--- src/rtl/pulse_pkg.sv ---
// pulse_pkg: shared state encoding and default widths for the pulse-train generator.
package pulse_pkg;
   typedef enum logic [1:0] {IDLE = 2'd0, HIGH = 2'd1, LOW = 2'd2} state_t;
   localparam int CHANNELS_DEF = 2;
   localparam int CNT_W_DEF = 8;
   localparam int NUM_W_DEF = 4;
endpackage

--- src/rtl/pulse_channel.sv ---
// pulse_channel: one burst FSM with shadowed high/low lengths, phase counter and pulse counter.
module pulse_channel
   import pulse_pkg::*;
#(
   parameter int CNT_W = CNT_W_DEF,
   parameter int NUM_W = NUM_W_DEF
) (
   input  logic             clock,
   input  logic             reset_n,
   input  logic             start,
   input  logic             abort,
   input  logic [CNT_W-1:0] high_len,
   input  logic [CNT_W-1:0] low_len,
   input  logic [NUM_W-1:0] pulses,
   output logic             signal,
   output logic             busy,
   output logic             done
);
   state_t           state;
   logic [CNT_W-1:0] h_sh, l_sh, cnt;
   logic [NUM_W-1:0] pcnt;
   logic [CNT_W-1:0] h_min, l_min;
   logic             last;
   // a zero length still yields a one-cycle phase
   assign h_min = (high_len == '0) ? CNT_W'(1) : high_len;
   assign l_min = (low_len == '0) ? CNT_W'(1) : low_len;
   assign last  = (cnt == CNT_W'(1));
   always_ff @(posedge clock or negedge reset_n)
      if (!reset_n) begin
         state  <= IDLE;
         h_sh   <= '0;
         l_sh   <= '0;
         cnt    <= '0;
         pcnt   <= '0;
         signal <= 1'b0;
         busy   <= 1'b0;
         done   <= 1'b0;
      end else begin
         done <= 1'b0;
         if (state == IDLE) begin
            if (start && !abort) begin
               if (pulses != '0) begin
                  state  <= HIGH;
                  h_sh   <= h_min;
                  l_sh   <= l_min;
                  cnt    <= h_min;
                  pcnt   <= pulses;
                  signal <= 1'b1;
                  busy   <= 1'b1;
               end else
                  done <= 1'b1;
            end
         end else if (abort || (state == HIGH && last && pcnt == NUM_W'(1))) begin
            state  <= IDLE;
            signal <= 1'b0;
            busy   <= 1'b0;
            done   <= 1'b1;
         end else if (!last)
            cnt <= cnt - CNT_W'(1);
         else if (state == HIGH) begin
            state  <= LOW;
            cnt    <= l_sh;
            signal <= 1'b0;
         end else begin
            state  <= HIGH;
            cnt    <= h_sh;
            pcnt   <= pcnt - NUM_W'(1);
            signal <= 1'b1;
         end
      end
endmodule

--- src/rtl/pulse_train_gen.sv ---
// pulse_train_gen: CHANNELS independent pulse_channel instances on packed configuration buses.
module pulse_train_gen
   import pulse_pkg::*;
#(
   parameter int CHANNELS = CHANNELS_DEF,
   parameter int CNT_W    = CNT_W_DEF,
   parameter int NUM_W    = NUM_W_DEF
) (
   input  logic                      clock,
   input  logic                      reset_n,
   input  logic [CHANNELS-1:0]       start,
   input  logic [CHANNELS-1:0]       abort,
   input  logic [CHANNELS*CNT_W-1:0] high_len,
   input  logic [CHANNELS*CNT_W-1:0] low_len,
   input  logic [CHANNELS*NUM_W-1:0] pulses,
   output logic [CHANNELS-1:0]       signal,
   output logic [CHANNELS-1:0]       busy,
   output logic [CHANNELS-1:0]       done
);
   for (genvar i = 0; i < CHANNELS; i++) begin : g_ch
      pulse_channel #(.CNT_W(CNT_W), .NUM_W(NUM_W)) u_ch (
         .clock   (clock),
         .reset_n (reset_n),
         .start   (start[i]),
         .abort   (abort[i]),
         .high_len(high_len[i*CNT_W +: CNT_W]),
         .low_len (low_len[i*CNT_W +: CNT_W]),
         .pulses  (pulses[i*NUM_W +: NUM_W]),
         .signal  (signal[i]),
         .busy    (busy[i]),
         .done    (done[i])
      );
   end
endmodule

--- config.mk ---
export PLATFORM = sky130hd
export DESIGN_NAME = pulse_train_gen
export DESIGN_NICKNAME = d
export VERILOG_FILES = /design/src/rtl/pulse_pkg.sv /design/src/rtl/pulse_channel.sv /design/src/rtl/pulse_train_gen.sv
export SDC_FILE = /design/constraint.sdc
export NUM_CORES = 1
export LEC_CHECK = 0
export BUFFER_PORTS_ARGS = -buffer_cell sky130_fd_sc_hd__buf_4
export CORE_MARGIN = 2
export CORE_UTILIZATION = 30
export CTS_BUF_LIST = sky130_fd_sc_hd__clkbuf_4
export DETAILED_ROUTE_END_ITERATION = 8
export SYNTH_ARGS = -nofsm -noshare
export SYNTH_HDL_FRONTEND = slang
export SYNTH_SLANG_ARGS = --single-unit
--- constraint.sdc ---
create_clock -name clock -period 3.5 [get_ports clock]
set_input_delay 0.35 -clock clock [delete_from_list [all_inputs] [get_ports clock]]
set_output_delay 0.35 -clock clock [all_outputs]
set_load 0.05 [all_outputs]
==> results by group, run 1 <==
Clock network
  – Setup Buffers After CTS: 0
  – CTS Root Cell: clkbuf_4
  – Clock Latency Late Sink: 0.41 ns
  – Clk buf depth: 2
  – CTS tree: yes
  – Clock sinks: 64
  – CTS buffer count: 9
  – PostCTS Resize Cnt: 0
  – Cts hold-fix bufs: 0
  – Reg clk slew, reported paths: 0.11 ns
  – H-tree depth: 3

Die
  – # IOs: 52
  – # rows: 40
  – Core Footprint: 0.01191 mm^2
  – Full die area: 0.01297 mm^2
  – Initial core utilization: 30.41%
  – Die width: 113.9 um
  – Die height: 113.9 um

Logic synthesis
  – Syn_area_per_cell: 8.365 um^2
  – Cell variety after synth: 53
  – Post-Syn Area: 0.003622 mm^2
  – Sequential area share after synthesis: 44.21%
  – Post-synth ARST share: 100.0%
  – Top FF cell, synth: dfrtp_1
  – Post-Syn Nets: 487
  – Post-synth EDFFs: 0
  – FF+latch count, synth: 64
  – Ys Warns: 0
  – Mapped Cells: 433

Setup path
  – Worst path max stage delay: 0.96 ns
  – Bufs and invs on worst path: 0
  – Top delay family on crit path: compound AO/OA/AOI/OAI gates
  – Worst Setup Start Kind: register
  – CP arrival: 2.88 ns
  – Worst path cell trace: ha_1 > nor3b_1 > and2_0 > a211oi_1 > nand2b_1 > a31oi_1
  – CP Capture Type: register
  – CP max-delay cell: a211oi_1
  – Worst-path fanout max: 11
  – Worst endpoint required time: 3.79 ns
  – Critical path type: register to register

Cells and area
  – FF+latch area: 0.001602 mm^2
  – P&R area growth vs syn: 16.17%
  – Nets: 526
  – Share of cells above drive strength 1: 16.60%
  – Layout filler cell count: 1,258
  – Leading cell type in the layout, fill and taps excluded: nand2_1
  – Most frequent cells in the layout: 130 x nand2_1, 64 x dfrtp_1, 55 x buf_4
  – Area of the multi-input gates: 0.001838 mm^2

STA
  – Fin crit period: 2.594 ns
  – Worst-Margin Slew: 1.159 ns
  – Final setup vio count: 0
  – Final Hold Fails: 0
  – TNS Setup: 0 ns
  – Slew Limit Fails: 0
  – Setup WS post-layout: 0.9064 ns
  – Clock Skews: 0.01578 ns
  – F_max: 385.6 MHz
  – RSZ-0062 raised after global routing: false
  – Slew headroom: 22.30%
  – Period utilization: 74.10%

GRT
  – First-pass GRT wire length: 15,440 um
  – Vias in the first global route: 3,069
  – Grt ovf: 0
  – Largest net degree at the start of global routing: 65
  – Initial antenna violation count: 1
  – GRT Util Overall: 14.95%

Hold path
  – Tightest Hold Check Type: input port to async pin

Route
  – Final ANT Viol Nets: 0
  – Post-route DRC violation count: 0
  – Final WL: 9105 um
  – DR WL/cell: 14.59 um
  – Routed vias: 3,121
  – DR vias/cell: 5.002
  – 1st-pass router iterations: 5
  – DR iter-0 viols: 253

Pwr
  – Peak supply drop: 0.1386 mV
  – Leak pwr: 0.001950 uW
  – Pwr Density: 586.7 mW/mm^2

Job
  – Max_cap viols: 0

Placed design
  – Gpl congestion: 0.8608
  – I/O Buffers: 51
  – DP Wirelength: 6618 um
  – Setup WS pre-CTS: 0.9331 ns

Outcome
  – Outcome: complete, no violations
==> power breakdown <==
group          switching (uW)  total (uW)  internal [uW]
Combinational             491         842            350
Sequential                199        1140            944
Clock                     268         484            215
==> registers in the layout, indices dropped and copies added (netlist names) <==
register / flops
g_ch.u_ch.state: 4
g_ch.u_ch.pcnt: 8
g_ch.u_ch.done: 2
g_ch.u_ch.busy: 2
g_ch.u_ch.h_sh: 16
g_ch.u_ch.l_sh: 16
g_ch.u_ch.cnt: 16
==> worst paths after layout <==
check / startpoint / endpoint / slack [ns] / cells past startpoint
max reg2reg: g_ch[1].u_ch.cnt[0] / g_ch[1].u_ch.cnt[2] / 0.91 / 6
min: reset_n / g_ch[0].u_ch.h_sh[1] / 0.01 / 1
max: g_ch[1].u_ch.cnt[0] / g_ch[1].u_ch.cnt[2] / 0.91 / 6
max in group asynchronous: reset_n / g_ch[1].u_ch.h_sh[1] / 2.91 / 1
min reg2reg: g_ch[0].u_ch.h_sh[3] / g_ch[0].u_ch.h_sh[3] / 0.48 / 2
min in group clock: abort[0] / g_ch[0].u_ch.state[1] / 0.12 / 2
==> cells in the mapped netlist (2+ instances only) <==
cell | n | share of area [%]
a211oi_1 | 5 | 1.0
a21oi_1 | 28 | 3.9
a22oi_1 | 3 | 0.62
a31oi_1 | 8 | 1.4
and2_0 | 2 | 0.35
and2_1 | 2 | 0.35
buf_2 | 10 | 1.4
buf_4 | 6 | 1.2
clkbuf_1 | 10 | 1.0
dfrtp_1 | 64 | 44
ha_1 | 8 | 2.8
inv_1 | 12 | 1.2
mux2i_1 | 15 | 4.1
nand2_1 | 130 | 13
nand2b_1 | 6 | 1.0
nand3_1 | 8 | 1.1
nor2_1 | 17 | 1.8
nor2b_1 | 3 | 0.52
nor3_1 | 17 | 2.3
nor3b_1 | 3 | 0.62
nor4_1 | 10 | 1.7
nor4b_1 | 2 | 0.48
o21ai_0 | 25 | 3.5
o22ai_1 | 3 | 0.52
or2_1 | 2 | 0.35
or2_2 | 2 | 0.35
xnor2_1 | 4 | 0.97
xor2_1 | 3 | 0.73
==> cell type report <==
class,count,share of cell area (%)
Antenna cell,1,0.05947
Inverter,12,1.070
Clock inverter,5,1.160
Clock buffer,10,1.784
Tap cell,147,4.371
Sequential cell,64,38.06
Timing Repair Buffer,55,9.813
Multi-Input combinational cell,330,43.68
==> layer usage <==
layer | wire (um) | GRT usage [%] | part of all wire [%] | up-vias
li1 | - | - | - | 1564
met1 | 4375 | 20.94 | 48 | 1467
met2 | 4081 | 22.24 | 45 | 76
met3 | 469 | 3.348 | 5.2 | 14
met4 | 179 | 6.423 | 2.0 | 0
met5 | 0 | 0 | 0 | -
==> kinds of logic after synthesis <==
| kind of cell | Yosys count | share of synthesized area [%] |
|---|---|---|
| buffers and inverters | 39 | 5.216 |
| flip-flops | 64 | 44.21 |
| XOR/XNOR | 7 | 1.693 |
| multiplexers | 15 | 4.145 |
| AO/OA/AOI/OAI | 87 | 14.72 |
| adder cells (fa/ha/maj) | 8 | 2.763 |
| AND/OR/NAND/NOR | 213 | 27.25 |
==> per-stage QoR <==
step           instance area [um^2]  cells  utilization, %  hold WS [ns]  total power (uW)
2_1_floorplan                  3622    433               -       0.05441              1739
3_3_place_gp                   4081    608           34.26        0.4582              1973
3_5_place_dp                   4081    608           34.26        0.4625              1991
4_1_cts                        4205    623           35.30       0.01886              2491
5_1_grt                        4208    624           35.33       0.07403              2666
6_report                       4208    624           35.33      0.009557              2469
(Power assumes the default switching activity.)
==> run 2: changes to the inputs <==
==> constraint.sdc (replaced) <==
create_clock -name clock -period 2.5 [get_ports clock]
set_input_delay 0.25 -clock clock [delete_from_list [all_inputs] [get_ports clock]]
set_output_delay 0.25 -clock clock [all_outputs]
set_load 0.05 [all_outputs]
==> run 2 against run 1 <==
  * Clock power increased by 44%
  * Maximum frequency increased by 24%
  * Non-clock buffer count increased by 12
  * Core utilization increased by 0.91 points
  * First-iteration DRC count fell by 34%
  * Via count up 1.8%
  * Total power rose by 42%
  * Highest routed layer unchanged
==> results by group, run 2 (synthesized netlist as in run 1, its figures left out) <==
Setup path
  – Worst Setup Start Kind: register
  – CP Capture Type: register
  – Top delay family on crit path: simple AND/OR/NAND/NOR gates
  – Bufs and invs on worst path: 0
  – Worst path cell trace: ha_1 > nor3b_1 > and2_0 > a211oi_1 > nand2b_1 > a31oi_1
  – CP max-delay cell: dfrtp_1
  – Worst-path fanout max: 7
  – Worst endpoint required time: 2.78 ns
  – Critical path type: register to register
  – Worst path depth: 6
  – Worst path max stage delay: 0.46 ns
  – CP arrival: 2.36 ns
  – Worst r2r path cells: 6

Clock network
  – CTS Root Cell: clkbuf_4
  – Setup Buffers After CTS: 0
  – Reg clk slew, reported paths: 0.12 ns
  – Clock Latency Late Sink: 0.41 ns
  – CTS tree: yes
  – Clock sinks: 64
  – CTS buffer count: 9
  – H-tree depth: 3
  – Clk buf depth: 2

Placed design
  – Gpl congestion: 0.8900
  – DP Wirelength: 6683 um
  – I/O Buffers: 51

STA
  – F_max: 479.8 MHz
  – Final Hold Fails: 0
  – Slew Limit Fails: 0
  – Clock Skews: 0.01775 ns
  – TNS Setup: 0 ns
  – Fin Hold WS: 0.03658 ns
  – RSZ-0062 raised after global routing: false
  – Fin crit period: 2.084 ns
  – Worst-Margin Slew: 0.8120 ns
  – Final setup vio count: 0
  – Period utilization: 83.37%
  – Slew headroom: 45.87%

Pwr
  – Leak pwr: 0.002008 uW
  – Pwr Density: 810.6 mW/mm^2
  – Peak supply drop: 0.2210 mV

Die
  – Initial core utilization: 30.41%
  – # rows: 40
  – Die width: 113.9 um
  – Core Footprint: 0.01191 mm^2
  – Die height: 113.9 um
  – Full die area: 0.01297 mm^2
  – # IOs: 52

GRT
  – Vias in the first global route: 3,115
  – First-pass GRT wire length: 15,630 um
  – Largest net degree at the start of global routing: 65
  – GRT Util Overall: 15.05%
  – Grt ovf: 0
  – Initial antenna violation count: 1

Hold path
  – Tightest Hold Check Type: input port to register
  – Hold path depth: 3

Route
  – Final ANT Viol Nets: 0
  – 1st-pass router iterations: 4
  – Routed vias: 3,176
  – DR WL/cell: 14.39 um
  – DR vias/cell: 4.986
  – Post-route DRC violation count: 0
  – DR iter-0 viols: 168
  – Final WL: 9166 um

Outcome
  – Outcome: complete, no violations

Cells and area
  – Area of the multi-input gates: 0.001843 mm^2
  – FF+latch area: 0.001602 mm^2
  – Leading cell type in the layout, fill and taps excluded: nand2_1
  – P&R area growth vs syn: 19.17%
  – Top Registers: g_ch.u_ch.cnt x16, g_ch.u_ch.h_sh x16, g_ch.u_ch.l_sh x16
  – Nets: 538
  – Share of cells above drive strength 1: 19.02%
  – Most frequent cells in the layout: 130 x nand2_1, 66 x buf_4, 64 x dfrtp_1
  – Layout filler cell count: 1,263

Job
  – Max_cap viols: 0
## run 2: cell count changes in the layout (fill, tap and decap cells not counted), sizes merged
cell         change
buf             +11
dlygate4sd3      +1
clkinv           -1
clkinvlp         +2
## run 2: per-layer routing
metal  track usage (%)  wire length [um]  up-vias
li1                  -                 -     1596
met1             20.54              4280     1495
met2             23.55              4327       71
met3             2.391               383       14
met4             6.911               174        0
met5                 0                 0        -
## run 2: path summary, 6_finish.rpt
path                                 startpoint                   end  slack (ns)
min in group asynchronous               reset_n  g_ch[0].u_ch.h_sh[4]        0.44
setup / recovery            g_ch[1].u_ch.cnt[0]   g_ch[1].u_ch.cnt[6]        0.42
max in group asynchronous               reset_n  g_ch[1].u_ch.l_sh[0]        1.49
hold reg to reg            g_ch[0].u_ch.h_sh[1]  g_ch[0].u_ch.h_sh[1]        0.49
setup reg to reg            g_ch[1].u_ch.cnt[0]   g_ch[1].u_ch.cnt[6]        0.42
hold / removal                       low_len[2]  g_ch[0].u_ch.l_sh[2]        0.04
## run 2: cell type report
cell class / count / share of cell area, %
multi-input combinational: 330 / 42.70
sequential: 64 / 37.10
timing repair buffer: 67 / 11.71
tap: 147 / 4.261
clock buffer: 10 / 1.739
clock inverter: 6 / 1.391
inverter: 12 / 1.043
antenna: 1 / 0.05797
## run 2: what timing repair did
action / in CTS / in global routing
hold endpoints to repair: 64 / 0
hold buffers: 1 / 0
gates resized for setup: 0 / 1
setup endpoints to repair: 0 / 3
## run 2: power by group
| part | switching (uW) | internal, uW | total (uW) |
|---|---|---|---|
| sequential | 276 | 1320 | 1600 |
| combinational | 687 | 517 | 1200 |
| clock | 389 | 309 | 698 |
| total | 1350 | 2150 | 3500 |
## run 2: per-stage QoR
step | std cells | setup WS [ns] | utilization [%] | power [uW] | cell area [um^2]
finish | 637 | 0.4157 | 36.24 | 3499 | 4317
global placement | 619 | 0.3915 | 34.96 | 2773 | 4164
global route | 637 | 0.1731 | 36.24 | 3773 | 4317
detailed placement | 619 | 0.2455 | 34.96 | 2810 | 4164
CTS | 636 | 0.2335 | 36.18 | 3523 | 4309
floorplan | 433 | 0.5199 | - | 2434 | 3622
## run 2: worst min-delay path: stages
cell     delay [ns]
buf_4          0.08
nand2_1        0.04
nand2_1        0.05
==> run 3: changes to the inputs <==
--- a/config.mk
+++ b/config.mk
@@ -5,6 +5,7 @@
 export SDC_FILE = /design/constraint.sdc
 export NUM_CORES = 1
 export LEC_CHECK = 0
+export ABC_AREA = 1
 export BUFFER_PORTS_ARGS = -buffer_cell sky130_fd_sc_hd__buf_4
 export CORE_MARGIN = 2
 export CORE_UTILIZATION = 30
==> constraint.sdc (replaced) <==
create_clock -name clock -period 1.98 [get_ports clock]
set_input_delay 0.198 -clock clock [delete_from_list [all_inputs] [get_ports clock]]
set_output_delay 0.198 -clock clock [all_outputs]
set_load 0.05 [all_outputs]
==> run 3 against run 2 <==
  * Sequential power is 54% higher
  * Register-to-register slack worse by 0.099 ns
  * Maximum frequency rose by 25%
  * Critical path depth rose by 3
  * Clock power rose by 26%
  * Non-clock buffer count is 1 lower
  * Flip-flop and latch count stayed put
  * Worst hold slack worse by 0.0053 ns
  * Critical path type unchanged
==> results by group, run 3 <==
Outcome
  – Outcome: complete, no violations

Setup path
  – Worst Setup Start Kind: register
  – CP Capture Type: register
  – R2R Setup Slk: 0.32 ns
  – Critical path type: register to register
  – RR Startpoint: g_ch[0].u_ch.state[1]
  – Worst-path fanout max: 34
  – Worst endpoint required time: 2.34 ns
  – Reg2Reg Capture Point: g_ch[0].u_ch.cnt[5]
  – CP arrival: 2.02 ns
  – Worst r2r path cells: 9

Route
  – Post-route DRC violation count: 0
  – Top sig layer: met4
  – WL met2: 4627 um
  – DR WL/cell: 12.39 um
  – Metal3 WL: 365 um
  – DR vias/cell: 4.638
  – 1st-pass router iterations: 5
  – Routed met1 length: 4556 um
  – DR iter-0 viols: 217
  – Routed vias: 3,650
  – Final WL: 9751 um
  – Final ANT Viol Nets: 0

STA
  – Final setup vio count: 0
  – Fin crit period: 1.664 ns
  – Period utilization: 84.02%
  – Slew Limit Fails: 0
  – F_max: 601.1 MHz
  – RSZ-0062 raised after global routing: false
  – Worst-Margin Slew: 0.5438 ns
  – Slew headroom: 63.74%
  – TNS Setup: 0 ns
  – Clock Skews: 0.02227 ns
  – Final Hold Fails: 0

Logic synthesis
  – Post-synthesis mux area share: 0.2479%
  – Top cells by count, synth: 194 x nand2_1, 64 x dfrtp_1, 61 x nand3_1, 51 x inv_1, 27 x o21ai_0
  – Largest cells by area after synthesis: dfrtp_1 40%, nand2_1 18%, nand3_1 7.6%, inv_1 4.7%, o21ai_0 3.3%
  – Cell variety after synth: 35
  – Mapped Cells: 549
  – Post-synth top area share: 39.67%
  – Compound-gate portion of the synthesized area: 10.16%
  – Sequential area share after synthesis: 39.67%
  – Yosys top cell by area: dfrtp_1
  – FF+latch count, synth: 64
  – Top FF cell, synth: dfrtp_1
  – Ys Warns: 0
  – Post-Syn Area: 0.004038 mm^2
  – Combinational family with the most area after synthesis: simple AND/OR/NAND/NOR gates
  – Post-synth EDFFs: 0
  – Count leader, synth: nand2_1
  – Post-Synth Adder-Cell Area: 2.479%
  – Synth Area in XOR/XNOR: 0.2169%
  – Post-Syn Nets: 603
  – Syn_area_per_cell: 7.355 um^2
  – Post-synthesis simple-gate area fraction: 37.90%
  – Post-synth ARST share: 100.0%

Placed design
  – DP Wirelength: 7579 um
  – I/O Buffers: 51
  – Gpl congestion: 0.8802
  – Dpl cells: 761
  – Placed Area: 0.004534 mm^2

Cells and area
  – Share of cells above drive strength 1: 19.15%
  – Nets: 661
  – Post-Layout Cell Count: 787
  – Most frequent cells in the layout: 194 x nand2_1, 64 x dfrtp_1, 61 x nand3_1
  – Final core occ: 36.23%
  – ANT cells: 0
  – Top Registers: g_ch.u_ch.cnt x16, g_ch.u_ch.h_sh x16, g_ch.u_ch.l_sh x16
  – Leading cell type in the layout, fill and taps excluded: nand2_1
  – P&R area growth vs syn: 18.35%
  – Design area: 0.004778 mm^2

Pwr
  – Pwr Density: 1493 mW/mm^2
  – Design internal power: 3668 uW
  – Combinational share of power: 53.0%
  – Leak pwr: 0.002512 uW
  – Peak supply drop: 0.8510 mV
  – Pwr Total: 7133 uW
  – Sequential power share: 34.7%
  – Clock share of power: 12.3%
  – Sw Pwr: 3465 uW
  – Net Sw Frac: 48.57%

Clock network
  – CTS buffer count: 9
  – Reg clk slew, reported paths: 0.12 ns
  – Clock sinks: 64
  – CTS tree: yes
  – Setup Buffers After CTS: 0
  – Clock Latency Late Sink: 0.42 ns
  – CTS Root Cell: clkbuf_4
  – Clk buf depth: 2
  – PostCTS Resize Cnt: 0
  – H-tree depth: 3

Die
  – Die height: 120.0 um
  – # IOs: 52
  – Core Footprint: 0.01319 mm^2
  – # rows: 42
  – Die width: 120.0 um
  – Initial core utilization: 30.61%
  – Full die area: 0.01440 mm^2

Hold path
  – Tightest Hold Check Type: input port to register
  – Hold path depth: 3
  – Worst Hold Launch: low_len[4]
  – WHS Endpoint: g_ch[0].u_ch.l_sh[4]

Job
  – Max_cap viols: 0

GRT
  – Vias in the first global route: 3,585
  – GRT Util Overall: 14.17%
  – First-pass GRT wire length: 16,550 um
  – Initial antenna violation count: 0
  – Grt ovf: 0
  – Largest net degree at the start of global routing: 41
## run 3: what timing repair did
action / CTS / global route
hold endpoints to repair: 49 / 0
hold buffers: 11 / 0
endpoints found under the setup margin: 0 / 0
## run 3: logic make-up after synthesis
| group | count (synthesis) |
|---|---|
| AOI/OAI and AO/OA | 73 |
| xor gates and xnor gates | 1 |
| adders and majority gates | 8 |
| buffers and inverters | 79 |
| DFF | 64 |
| muxes | 1 |
| and+or+nand+nor | 323 |
## run 3: layout make-up
class / instances / area [um^2]
sequential: 64 / 1602
timing repair buffer: 66 / 535.5
clock inverter: 5 / 58.81
multi-input combinational: 406 / 2059
clock buffer: 10 / 75.07
tap: 176 / 220.2
fill: 1369 / 8412
inverter: 60 / 227.7
## run 3: how the worst max path moves through the flow
stage                          startpoint                   end  slack (ns)  cells past startpoint
floorplan             g_ch[0].u_ch.cnt[1]  g_ch[0].u_ch.pcnt[0]        0.56                      9
global placement    g_ch[0].u_ch.state[1]   g_ch[0].u_ch.cnt[7]        0.37                      9
detailed placement  g_ch[0].u_ch.state[1]   g_ch[0].u_ch.cnt[5]        0.31                      9
CTS                 g_ch[1].u_ch.state[0]   g_ch[1].u_ch.cnt[1]        0.31                      8
global route        g_ch[0].u_ch.state[1]   g_ch[0].u_ch.cnt[5]        0.15                      9
finish              g_ch[0].u_ch.state[1]   g_ch[0].u_ch.cnt[5]        0.32                      9
## run 3: through the flow
| step | hold slack [ns] | worst slack (ns) |
|---|---|---|
| floorplan | -0.09759 | 0.5597 |
| detailed placement | 0.2249 | 0.3149 |
| finish | 0.03126 | 0.3165 |
| global route | 0.003975 | 0.1517 |
| global placement | 0.2220 | 0.3684 |
| CTS | 0.003994 | 0.3098 |
## run 3: routing by layer
metal,GRT usage (%),vias up
met5,0,-
met4,5.294,0
met3,3.232,17
met2,23.22,86
met1,18.17,1669
li1,-,1878
## run 3: power by group through the flow
stage | registers [uW] | logic [uW] | clock network [uW]
after floorplan | 2320 | 3160 | 0
after global placement | 2460 | 3710 | 0
after detailed placement | 2490 | 3770 | 0
after CTS | 2460 | 3800 | 923
after global routing | 2550 | 4290 | 981
final | 2470 | 3780 | 879
## run 3: critical path, stage by stage, from the launching register on
cell and delay [ns]:
dfrtp_1 0.45, nor2_4 0.27, nand2_4 0.10, inv_1 0.10, nand2_4 0.20, inv_2 0.21, nand2_1 0.10, nand2_1 0.07
nand2_1 0.06, o21ai_2 0.05
